File: src/rtl/rt_ibex_pcs_restore_wb.sv
// Interrupt-context restore write-back: captures a context popped from the LIFO and
// drains the selected slots into the register file through its single shared write port.
module rt_ibex_pcs_restore_wb #(
   parameter int unsigned NrSavedRegs  = 9,
   parameter int unsigned DataWidth    = 32,
   parameter int unsigned RegAddrWidth = 5,
   parameter logic [NrSavedRegs-1:0][RegAddrWidth-1:0] SavedRegAddrs =
      {5'd14, 5'd13, 5'd12, 5'd11, 5'd10, 5'd7, 5'd6, 5'd5, 5'd1}
) (
   input  logic                                  clk_i,
   input  logic                                  rst_ni,
   input  logic                                  restore_en_i,
   input  logic [NrSavedRegs-1:0][DataWidth-1:0] restore_data_i,
   input  logic [NrSavedRegs-1:0]                restore_mask_i,
   output logic                                  rf_we_o,
   output logic [RegAddrWidth-1:0]               rf_waddr_o,
   output logic [DataWidth-1:0]                  rf_wdata_o,
   input  logic                                  rf_wgnt_i,
   output logic                                  busy_o,
   output logic                                  irq_block_o,
   output logic                                  done_o,
   output logic                                  ovf_o
);

   localparam int unsigned IdxW = (NrSavedRegs > 1) ? $clog2(NrSavedRegs) : 1;

   typedef enum logic [1:0] {
      IDLE  = 2'd0,
      WRITE = 2'd1,
      DONE  = 2'd2
   } state_e;

   // Slots mapped to x0 can never be written, whatever mask is supplied.
   function automatic logic [NrSavedRegs-1:0] f_nz_slots();
      logic [NrSavedRegs-1:0] m;
      m = '0;
      for (int i = 0; i < NrSavedRegs; i++) begin
         m[i] = (SavedRegAddrs[i] != '0);
      end
      return m;
   endfunction

   function automatic logic [IdxW-1:0] f_ffs(input logic [NrSavedRegs-1:0] m);
      logic [IdxW-1:0] idx;
      idx = '0;
      for (int i = NrSavedRegs - 1; i >= 0; i--) begin
         if (m[i]) idx = IdxW'(i);
      end
      return idx;
   endfunction

   localparam logic [NrSavedRegs-1:0] NzSlots = f_nz_slots();

   state_e                                r_state;
   state_e                                w_state_nxt;
   logic [NrSavedRegs-1:0][DataWidth-1:0] r_buf;
   logic [NrSavedRegs-1:0]                r_mask;
   logic                                  r_ovf;

   logic [NrSavedRegs-1:0] w_eff_mask;
   logic [IdxW-1:0]        w_idx;
   logic [NrSavedRegs-1:0] w_onehot;
   logic [NrSavedRegs-1:0] w_mask_left;
   logic                   w_accept;
   logic                   w_fire;

   assign w_eff_mask  = restore_mask_i & NzSlots;
   assign w_idx       = f_ffs(r_mask);
   assign w_onehot    = NrSavedRegs'(1) << w_idx;
   assign w_mask_left = r_mask & ~w_onehot;
   assign w_accept    = restore_en_i && (r_state != WRITE);
   assign w_fire      = (r_state == WRITE) && rf_wgnt_i;

   always_ff @(posedge clk_i or negedge rst_ni) begin
      if (!rst_ni) begin
         r_state <= IDLE;
         r_buf   <= '0;
         r_mask  <= '0;
         r_ovf   <= 1'b0;
      end else begin
         r_state <= w_state_nxt;
         if (w_accept) begin
            r_buf  <= restore_data_i;
            r_mask <= w_eff_mask;
         end else if (w_fire) begin
            r_mask <= w_mask_left;
         end
         // A second context arriving mid-drain is dropped; flag it permanently.
         if (restore_en_i && (r_state == WRITE)) begin
            r_ovf <= 1'b1;
         end
      end
   end

   always_comb begin
      w_state_nxt = r_state;
      rf_we_o     = 1'b0;
      rf_waddr_o  = '0;
      rf_wdata_o  = '0;
      busy_o      = 1'b0;
      done_o      = 1'b0;
      unique case (r_state)
         IDLE, DONE: begin
            done_o = (r_state == DONE);
            if (restore_en_i) begin
               w_state_nxt = (w_eff_mask != '0) ? WRITE : DONE;
            end else begin
               w_state_nxt = IDLE;
            end
         end
         WRITE: begin
            rf_we_o    = 1'b1;
            rf_waddr_o = SavedRegAddrs[w_idx];
            rf_wdata_o = r_buf[w_idx];
            busy_o     = 1'b1;
            if (rf_wgnt_i && (w_mask_left == '0)) begin
               w_state_nxt = DONE;
            end
         end
         default: begin
            w_state_nxt = IDLE;
         end
      endcase
   end

   assign irq_block_o = busy_o;
   assign ovf_o       = r_ovf;

endmodule

File: config.mk
export PLATFORM = sky130hd
export DESIGN_NAME = rt_ibex_pcs_restore_wb
export DESIGN_NICKNAME = d
export VERILOG_FILES = /design/src/rtl/rt_ibex_pcs_restore_wb.sv
export SDC_FILE = /design/constraint.sdc
export NUM_CORES = 1
export LEC_CHECK = 0
export CORE_MARGIN = 10
export CORE_UTILIZATION = 30
export CTS_CLUSTER_SIZE = 16
export DETAILED_ROUTE_END_ITERATION = 16
export GPL_TIMING_DRIVEN = 1
export SYNTH_ARGS = -nofsm -noshare
export SYNTH_HDL_FRONTEND = slang
export SYNTH_SLANG_ARGS = --single-unit
File: constraint.sdc
create_clock -name clk_i -period 4.7 [get_ports clk_i]
set_clock_uncertainty 0.15 [all_clocks]
set_input_delay 0.705 -clock clk_i [delete_from_list [all_inputs] [get_ports clk_i]]
set_output_delay 0.705 -clock clk_i [all_outputs]
set_load 0.005 [all_outputs]
==> results of run 1 <==
[Yosys cell counts (8+ instances only)]
cell                       count  area share, %
sky130_fd_sc_hd__clkbuf_1     74            2.0
sky130_fd_sc_hd__o21ai_0      11           0.40
sky130_fd_sc_hd__nand2_1     969             26
sky130_fd_sc_hd__buf_2        25           0.90
sky130_fd_sc_hd__dfrtp_1     300             54
sky130_fd_sc_hd__o221ai_2     27            2.9
sky130_fd_sc_hd__a21oi_1      67            2.4
sky130_fd_sc_hd__and2_1       30            1.3
sky130_fd_sc_hd__nor2_1       14           0.38
sky130_fd_sc_hd__o31a_1       30            1.9
sky130_fd_sc_hd__o221ai_1     35            2.2
sky130_fd_sc_hd__a31oi_1      30            1.3
sky130_fd_sc_hd__a22o_1        8           0.50
[report_power, final]
part / leakage [nW] / total, W / internal, W / switching [W]
logic: 4.79 / 0.00712 / 0.00282 / 0.00431
registers: 3.72 / 0.00480 / 0.00381 / 0.000984
clock network: 0.575 / 0.00289 / 0.00177 / 0.00111
[sequential cells by signal, indices dropped and copies added (netlist names)]
name,count
ovf_o,1
r_state,2
r_mask,9
r_buf,288
[layer usage]
metal,up-vias,global-route usage [%]
li1,6063,-
met1,6240,23.6
met4,8,6.70
met2,450,34.9
met5,-,0
met3,95,4.19
[final cells by class]
type	count	area share [%]
inverter	8	0.157
clock buffer	44	5.01
timing repair buffer	374	19.7
antenna	3	0.0391
clock inverter	12	1.13
multi-input combinational	1264	30.9
tap	600	3.91
sequential	300	39.1
[worst reg2reg max path, stage by stage, from the launching register on]
cell and delay [ns]:
sky130_fd_sc_hd__dfrtp_1 0.41, sky130_fd_sc_hd__nand2b_1 0.32, sky130_fd_sc_hd__inv_2 0.33, sky130_fd_sc_hd__nor2_4 0.58
sky130_fd_sc_hd__buf_12 0.37, sky130_fd_sc_hd__buf_4 0.26, sky130_fd_sc_hd__nand2_1 0.08, sky130_fd_sc_hd__nand2_1 0.06
[through the flow]
step / hold WS (ns) / setup WS [ns] / instances / area [µm²] / util (%)
global route: 0.155 / 0.0792 / 2604 / 19200 / 42.1
global placement: 0.293 / 0.671 / 2542 / 18000 / 39.4
floorplan: 0.259 / 1.94 / 1686 / 13900 / -
finish: 0.0931 / 0.170 / 2605 / 19200 / 42.1
CTS: 0.124 / 0.00297 / 2598 / 19100 / 42.0
detailed placement: 0.304 / 0.570 / 2542 / 18000 / 39.4
[cells by family (layout without fill, tap and decap cells)]
logic type             after synthesis  count (layout)  share of synthesized area, %
multiplexers                         4               4                         0.306
other                                1               4                        0.0270
flip-flops                         300             300                          54.0
buffers and inverters              123             438                          4.06
AO/OA/AOI/OAI                      230             231                          13.1
AND/OR/NAND/NOR                   1028            1028                          28.6
[path summary, 6_finish.rpt]
| path | startpoint | endpoint | slack [ns] | cells past startpoint |
|---|---|---|---|---|
| min in group clk_i | r_buf[279] | r_buf[279] | 0.31 | 2 |
| hold / removal | rst_ni | r_buf[63] | 0.09 | 1 |
| setup / recovery | r_mask[4] | rf_wdata_o[13] | 0.17 | 8 |
| hold reg to reg | r_buf[279] | r_buf[279] | 0.31 | 2 |
| max in group asynchronous | rst_ni | r_buf[41] | 3.14 | 2 |
| setup reg to reg | r_state[0] | r_buf[90] | 2.08 | 7 |
[placed cells by master (no fill, tap or decap), types with 4 or more instances in the layout]
cell type and instances:
sky130_fd_sc_hd__o221ai_2 27, sky130_fd_sc_hd__and2_1 30, sky130_fd_sc_hd__bufinv_16 6, sky130_fd_sc_hd__clkdlybuf4s50_1 340, sky130_fd_sc_hd__inv_1 5, sky130_fd_sc_hd__a21oi_1 66
sky130_fd_sc_hd__a22o_1 8, sky130_fd_sc_hd__clkbuf_16 37, sky130_fd_sc_hd__clkinv_2 4, sky130_fd_sc_hd__nor2_1 11, sky130_fd_sc_hd__buf_12 9, sky130_fd_sc_hd__o31a_1 30
sky130_fd_sc_hd__o21ai_0 10, sky130_fd_sc_hd__o221ai_1 35, sky130_fd_sc_hd__a31oi_1 30, sky130_fd_sc_hd__dfrtp_1 300, sky130_fd_sc_hd__nand2_1 967, sky130_fd_sc_hd__clkbuf_1 6
sky130_fd_sc_hd__buf_4 24
[repair_timing]
item,CTS,global route
resized for setup,0,3
setup buffers,0,3
endpoints found under the setup margin,0,16
==> impl_summary.log, run 1 <==
INFO  metric run_status = finished clean
INFO  metric clock_tree_from_tritoncts = yes
INFO  metric post_synth_edffs = 0
INFO  metric grt_pass1_vias = 13,500
INFO  metric clk_pin_slew_worst_paths = 0.06 ns
INFO  metric setup-tns-final = 0 ns
INFO  metric max-clock-path-buffers = 3
INFO  metric ys.warnings.count = 0
INFO  metric global_route_wire_length_before_repair = 85,600 µm
INFO  metric antenna_found_initial = 6
INFO  metric core_area = 45,600 µm²
INFO  metric vdd_drop_max = 0.408 mV
INFO  metric tritoncts.num_buffers = 36
INFO  metric end_kind = output pin
INFO  metric timing.setup.critical_path_class = reg -> out
INFO  metric floorplan.die_area = 55,400 µm²
INFO  metric slew-limit-headroom = 27.6%
INFO  metric final-seq-area = 7510 µm²
INFO  metric post_drt_wl_per_cell = 21.8 µm
INFO  metric post_synthesis_instance_area = 13,900 µm²
INFO  metric hold_viol_final = 0
INFO  metric cts_num_sinks = 300
INFO  metric worstPathRequired = 3.85 ns
INFO  metric slew_viol_final = 0
INFO  metric post_route_cells_drive_above_1_share = 6.59%
INFO  metric rsz0062_at_grt = false
INFO  metric synth-async-reset-ratio = 100%
INFO  metric fp.dieH = 235 µm
INFO  metric wirelength = 56,900 µm
INFO  metric die_width = 235 µm
INFO  metric dpl.hpwl = 41,900 µm
INFO  metric crit_chain = nor4_2, inv_2, o21ai_4, buf_4, o221ai_1, a21oi_1, o31a_1, clkdlybuf4s50_1
INFO  metric max_stage_delay = 0.53 ns
INFO  metric detail_route.iter0.violations = 1,030
INFO  metric worstPathArrival = 3.68 ns
INFO  metric layout_min_cycle_time = 4.53 ns
INFO  metric grt_use_total = 19.9%
INFO  metric powerDensity = 772 nW/µm²
INFO  metric crit_path_max_fanout = 15
INFO  metric hold_buffers = 0
INFO  metric gp_congestion = 0.912
INFO  metric h-tree-depth = 2
INFO  metric clock_latency_late_sink = 0.52 ns
INFO  metric yosys_register_bits = 300
INFO  metric achievable-frequency = 221 MHz
INFO  metric cpLargestDelayFamily = compound AO/OA/AOI/OAI gates
INFO  metric postSynth.topFlopCell = sky130_fd_sc_hd__dfrtp_1
INFO  metric min-delay-path-class = in -> async
INFO  metric filler_cell_count = 4,518
INFO  metric worst-slew-pin-transition = 1.09 ns
INFO  metric grt_overflow = 0
INFO  metric area_of_combinational_cells_with_multiple_inputs = 5930 µm²
INFO  metric drc = 0
INFO  metric floorplan.rows = 78
INFO  metric maximum_number_of_pins_on_one_net_before_global_route_repair = 204
INFO  metric postSynthCellCount = 1,686
INFO  metric wl_met3 = 3430 µm
INFO  metric synth_fp_nets = 1,987
INFO  metric maxCapViolCount = 0
INFO  metric crit_slowest_cell = sky130_fd_sc_hd__nor4_2
INFO  metric routed-via-count = 12,900
INFO  metric setup-violations-final = 0
INFO  metric vias_per_cell = 4.94
INFO  metric areaGrowthSynthToFinish = 37.9%
INFO  metric io-pin-count = 343
INFO  metric final_nets = 2,285
INFO  metric initial_core_util = 30.5%
INFO  metric portBuffers = 341
INFO  metric clk_root_buffer_cell = sky130_fd_sc_hd__clkbuf_16
INFO  metric uppermost_routed_layer = met5
INFO  metric ys_seq_area_share = 54.0%
INFO  metric drt_pre_antenna_iters = 5
INFO  metric critical_path.n_buffers_inverters = 3
INFO  metric leakage = 9.08 nW
INFO  metric synth_cell_types = 43
INFO  metric post_synthesis_average_cell_area = 8.25 µm²
INFO  metric final.period_utilization = 96.4%
INFO  metric worst_setup_path_start_kind = register
INFO  metric drtAntennaViolNets = 0
INFO  metric report.power.total = 0.0148 W
INFO  metric met2_length = 28,900 µm
INFO  metric wl_met1 = 22,800 µm
Power figures use the tool's default switching activity.
==> run 2: changes to the inputs <==
CORE_UTILIZATION = 54   (was 30)
PLACE_DENSITY = 0.86   (was not set)
==> run 2 against run 1 <==
  * Flip-flop and latch count is the same
  * Register-to-register slack lost 0.37 ns
  * Global-route usage grew 9.6 points
  * Wire length decreased by 13%
  * Worst setup slack improved by 0.11 ns
  * Via count up 2.2%
  * Die area shrank 41%
==> impl_summary.log, run 2 (same netlist as run 1, synthesis figures left out) <==
INFO  metric r2r_cells = 6
INFO  metric wirelength = 49,200 µm
INFO  metric clock_latency_late_sink = 0.51 ns
INFO  metric holdWs = 0.115 ns
INFO  metric detail_route.iter0.violations = 1,368
INFO  metric worst_setup_path_start_kind = register
INFO  metric drc = 0
INFO  metric post_drt_wl_per_cell = 21.1 µm
INFO  metric clk_pin_slew_worst_paths = 0.06 ns
INFO  metric timing.setup.critical_path_class = reg -> out
INFO  metric worstPathArrival = 3.56 ns
INFO  metric tritoncts.num_buffers = 34
INFO  metric slew_viol_final = 0
INFO  metric largest_reg_flops = 288
INFO  metric crit_path_max_fanout = 43
INFO  metric grt-busiest-layer = met2
INFO  metric drt_pre_antenna_iters = 5
INFO  metric io-pin-count = 343
INFO  metric clk_root_buffer_cell = sky130_fd_sc_hd__clkbuf_16
INFO  metric post_route_cells_drive_above_1_share = 6.41%
INFO  metric end_kind = output pin
INFO  metric commonest_cells_after_routing_fill_and_taps_aside = 967 x sky130_fd_sc_hd__nand2_1, 340 x sky130_fd_sc_hd__clkdlybuf4s50_1, 300 x sky130_fd_sc_hd__dfrtp_1
INFO  metric maxCapViolCount = 0
INFO  metric routed-via-count = 13,100
INFO  metric setup-tns-final = 0 ns
INFO  metric reg.largest.list = r_buf (288), r_mask (9), r_state (2)
INFO  metric global_route_wire_length_before_repair = 77,300 µm
INFO  metric die_width = 180 µm
INFO  metric critical_path.n_buffers_inverters = 2
INFO  metric core_area = 25,300 µm²
INFO  metric grt_util_met1 = 36.3%
INFO  metric run_status = finished clean
INFO  metric vdd_drop_max = 0.900 mV
INFO  metric hold_viol_final = 0
INFO  metric worst-slew-pin-transition = 1.10 ns
INFO  metric cpLargestDelayFamily = compound AO/OA/AOI/OAI gates
INFO  metric crit_slowest_cell = sky130_fd_sc_hd__a211o_4
INFO  metric rr_startpoint = r_state[0]
INFO  metric final_nets = 2,274
INFO  metric layout_commonest_cell = sky130_fd_sc_hd__nand2_1
INFO  metric rsz0062_at_grt = false
INFO  metric initial_core_util = 55.1%
INFO  metric grt_overflow = 0
INFO  metric groute.layer.met3.usage = 5.34%
INFO  metric leakage = 9.04 nW
INFO  metric post-cts-setup-buffer-count = 0
INFO  metric dpl.hpwl = 35,000 µm
INFO  metric placedCellCount = 2,267
INFO  metric worstPathRequired = 3.85 ns
INFO  metric achievable-frequency = 226 MHz
INFO  metric floorplan.die_area = 32,600 µm²
INFO  metric grt_use_total = 29.5%
INFO  metric report.power.total = 0.0144 W
INFO  metric gp_congestion = 0.934
INFO  metric setup-violations-final = 0
INFO  metric portBuffers = 341
INFO  metric maximum_number_of_pins_on_one_net_before_global_route_repair = 240
INFO  metric r2r-end = r_buf[82]
INFO  metric grt_pass1_vias = 13,600
INFO  metric max_stage_delay = 0.58 ns
INFO  metric layoutNonFillerInstCount = 2,331
INFO  metric layout_min_cycle_time = 4.42 ns
INFO  metric areaGrowthSynthToFinish = 34.7%
INFO  metric crit_chain = nor2_2, o21ai_1, a211o_4, buf_4, o221ai_2, a31oi_1, o31a_1, clkdlybuf4s50_1
INFO  metric fp.dieH = 180 µm
INFO  metric slew-limit-headroom = 27.0%
INFO  metric cts_num_sinks = 300
INFO  metric clock_tree_from_tritoncts = yes
INFO  metric regMostFlops = r_buf
INFO  metric use_met2 = 49.6%
INFO  metric min-delay-path-class = in -> async
INFO  metric powerDensity = 768 nW/µm²
INFO  metric floorplan.rows = 58
INFO  metric drtAntennaViolNets = 0
INFO  metric vias_per_cell = 5.64
INFO  metric max-clock-path-buffers = 3
INFO  metric final.period_utilization = 93.9%
INFO  metric antenna_found_initial = 5
INFO  metric setup_slack_of_the_worst_register_to_register_path = 1.71 ns
INFO  metric h-tree-depth = 2
run 2: cell types whose count changed in the layout (fill, tap and decap cells not counted), moves of 2 or more:
cell	delta
sky130_fd_sc_hd__clkinv_2	+3
sky130_fd_sc_hd__clkbuf_8	+6
sky130_fd_sc_hd__clkbuf_1	-2
sky130_fd_sc_hd__clkbuf_16	-2
sky130_fd_sc_hd__buf_4	-4
sky130_fd_sc_hd__buf_12	-4
run 2: report_power, final:
group | total [W] | switching (W) | internal, W
Combinational | 0.00687 | 0.00416 | 0.00272
Sequential | 0.00470 | 0.000884 | 0.00381
Clock | 0.00282 | 0.00107 | 0.00175
run 2: worst max-delay path by stage:
stage	from	endpoint	slack (ns)	depth (start not counted)
after floorplan	r_mask[7]	rf_wdata_o[25]	1.94	8
after global placement	r_mask[6]	rf_wdata_o[14]	0.66	7
after detailed placement	r_mask[6]	rf_wdata_o[14]	0.66	7
after CTS	r_mask[6]	rf_wdata_o[14]	0.06	7
after global routing	r_mask[4]	rf_wdata_o[28]	0.13	8
final	r_mask[4]	rf_wdata_o[14]	0.28	8
run 2: final cells by class:
class                      instances  area, µm²
clock inverter                    14        201
sequential                       300       7510
inverter                           8       30.0
antenna                            4       10.0
clock buffer                      46        987
fill                            1841       6520
timing repair buffer             366       3670
tap                              330        413
multi-input combinational       1263       5920
run 2: stage by stage:
stage	setup WS [ns]	area (µm²)	util [%]
final	0.285	18700	74.2
after global routing	0.126	18700	74.2
after CTS	0.0636	18700	74.2
after detailed placement	0.658	17500	69.4
after global placement	0.661	17500	69.4
after floorplan	1.94	13900	-
run 2: what timing repair did:
action	CTS	global route
setup endpoints to repair	0	3
resized for setup	0	2
hold buffers	0	0
run 2: layer usage:
layer  routed length [µm]  part of all wire, %
met1                19200                   39
met2                24300                   49
met5                    0                    0
met3                 3560                  7.2
met4                 2200                  4.5
==> run 3: changes to the inputs <==
CORE_MARGIN = 5   (was 10)
==> run 3 against run 2 <==
  * Global-route usage is 2.2 points higher
  * Maximum frequency down 4.8%
  * Cell area shrank 0.21%
  * Utilization is 0.15 points lower
  * Sequential share of layout area is 0.083 points higher
  * Final cell count up 0.13%
  * Flip-flop and latch count is the same
  * Worst setup slack got worse by 0.22 ns
  * Wire length down 3.3%
  * Critical path type unchanged
  * Largest power group unchanged
==> impl_summary.log, run 3 (same netlist as run 1, synthesis figures left out) <==
INFO  metric powerDensity = 761 nW/µm²
INFO  metric reg.largest.list = r_buf (288), r_mask (9), r_state (2)
INFO  metric grt_overflow = 0
INFO  metric h-tree-depth = 1
INFO  metric grt_use_total = 31.7%
INFO  metric max-clock-path-buffers = 3
INFO  metric drt_pre_antenna_iters = 6
INFO  metric post_dp_cell_area = 17,500 µm²
INFO  metric timing.setup.critical_path_class = reg -> out
INFO  metric end_kind = output pin
INFO  metric drc = 0
INFO  metric grt_pass1_vias = 13,300
INFO  metric io-pin-count = 343
INFO  metric fp.dieH = 170 µm
INFO  metric areaGrowthSynthToFinish = 34.4%
INFO  metric max_stage_delay = 0.83 ns
INFO  metric placedCellCount = 2,268
INFO  metric crit_path_max_fanout = 27
INFO  metric hold_viol_final = 0
INFO  metric achievable-frequency = 216 MHz
INFO  metric cts_num_sinks = 300
INFO  metric final.period_utilization = 98.7%
INFO  metric tritoncts.num_buffers = 31
INFO  metric report.power.total = 0.0142 W
INFO  metric worstPathRequired = 3.85 ns
INFO  metric leakage = 9.02 nW
INFO  metric worst-slew-pin-transition = 1.00 ns
INFO  metric clk_root_buffer_cell = sky130_fd_sc_hd__clkbuf_16
INFO  metric initial_core_util = 55.1%
INFO  metric run_status = finished clean
INFO  metric finish.instance_area = 18,700 µm²
INFO  metric worstPathArrival = 3.78 ns
INFO  metric min-delay-path-class = in -> async
INFO  metric drtAntennaViolNets = 0
INFO  metric slew-limit-headroom = 33.2%
INFO  metric hold_buffers = 0
INFO  metric wirelength = 47,600 µm
INFO  metric detail_route.iter0.violations = 1,257
INFO  metric clock_latency_late_sink = 0.55 ns
INFO  metric largest_reg_flops = 288
INFO  metric worst_setup_path_start_kind = register
INFO  metric post_route_cells_drive_above_1_share = 6.55%
INFO  metric layoutNonFillerInstCount = 2,334
INFO  metric final-seq-area = 7510 µm²
INFO  metric routed-via-count = 13,300
INFO  metric crit_chain = o21ai_0, a211o_2, o221ai_1, a21oi_1, o31a_1, clkdlybuf4s50_1
INFO  metric commonest_cells_after_routing_fill_and_taps_aside = 967 x sky130_fd_sc_hd__nand2_1, 340 x sky130_fd_sc_hd__clkdlybuf4s50_1, 300 x sky130_fd_sc_hd__dfrtp_1
INFO  metric global_route_wire_length_before_repair = 72,700 µm
INFO  metric layout_min_cycle_time = 4.64 ns
INFO  metric floorplan.die_area = 29,100 µm²
INFO  metric core_area = 25,300 µm²
INFO  metric clock_tree_from_tritoncts = yes
INFO  metric filler_cell_count = 1,847
INFO  metric maxCapViolCount = 0
INFO  metric final_nets = 2,280
INFO  metric post_drt_wl_per_cell = 20.4 µm
INFO  metric slew_viol_final = 0
INFO  metric portBuffers = 341
INFO  metric floorplan.rows = 58
INFO  metric maximum_number_of_pins_on_one_net_before_global_route_repair = 140
INFO  metric antenna_found_initial = 4
INFO  metric die_width = 170 µm
INFO  metric layout_commonest_cell = sky130_fd_sc_hd__nand2_1
INFO  metric regMostFlops = r_buf
INFO  metric vdd_drop_max = 0.763 mV
INFO  metric setup-violations-final = 0
INFO  metric area_of_combinational_cells_with_multiple_inputs = 5930 µm²
INFO  metric dpl.hpwl = 33,300 µm
INFO  metric clk_pin_slew_worst_paths = 0.07 ns
INFO  metric layout.core_utilization = 74.0%
INFO  metric crit_slowest_cell = sky130_fd_sc_hd__a211o_2
INFO  metric gp_congestion = 0.901
INFO  metric vias_per_cell = 5.68
[run 3: worst max-delay path, delay by kind of cell (launching register included)]
| family | cells | cell delay (ns) |
|---|---|---|
| buffers and inverters | 1 | 0.51 |
| AO/OA/AOI/OAI | 5 | 2.25 |
| flip-flops | 1 | 0.46 |
[run 3: metal layers]
layer	up-vias	wire (µm)	global-route usage (%)
met2	669	23300	53.5
met4	0	2330	14.0
li1	6056	-	-
met5	-	0	0
met3	138	3830	5.61
met1	6391	18200	40.4
[run 3: worst paths after layout]
| path | from | to | slack (ns) | cells after the start |
|---|---|---|---|---|
| hold reg to reg | r_buf[259] | r_buf[259] | 0.32 | 2 |
| hold / removal | rst_ni | r_buf[108] | 0.05 | 1 |
| setup reg to reg | r_state[0] | r_buf[143] | 1.82 | 7 |
| min in group clk_i | r_buf[259] | r_buf[259] | 0.32 | 2 |
| setup / recovery | r_mask[6] | rf_wdata_o[12] | 0.06 | 6 |
| max in group asynchronous | rst_ni | r_buf[89] | 3.21 | 2 |
[run 3: repair_timing]
action | CTS | global route
setup buffers | 0 | 7
hold endpoints to repair | 0 | 0
resized for setup | 0 | 1
setup endpoints to repair | 0 | 18
[run 3: cell type report]
class / count / area share (%)
Antenna cell: 4 / 0.0535
Sequential cell: 300 / 40.1
Clock inverter: 13 / 1.04
Inverter: 8 / 0.161
Clock buffer: 41 / 4.67
Tap cell: 330 / 2.21
Multi-Input combinational cell: 1264 / 31.7
Timing Repair Buffer: 374 / 20.0
[run 3: power breakdown]
part,switching (W),total [W],internal [W],leakage (nW)
logic,0.00419,0.00697,0.00278,4.78
registers,0.000869,0.00468,0.00381,3.72
clock network,0.00101,0.00258,0.00157,0.524
total,0.00607,0.0142,0.00816,9.02
[run 3: metrics by stage]
step                      TNS, ns  hold WS, ns  setup WS (ns)
after floorplan                 0        0.259           1.94
after global placement          0        0.298          0.699
after detailed placement        0        0.304          0.638
after CTS                       0       0.0984         0.0342
after global routing      -0.0936        0.137        -0.0410
final                           0       0.0494         0.0607
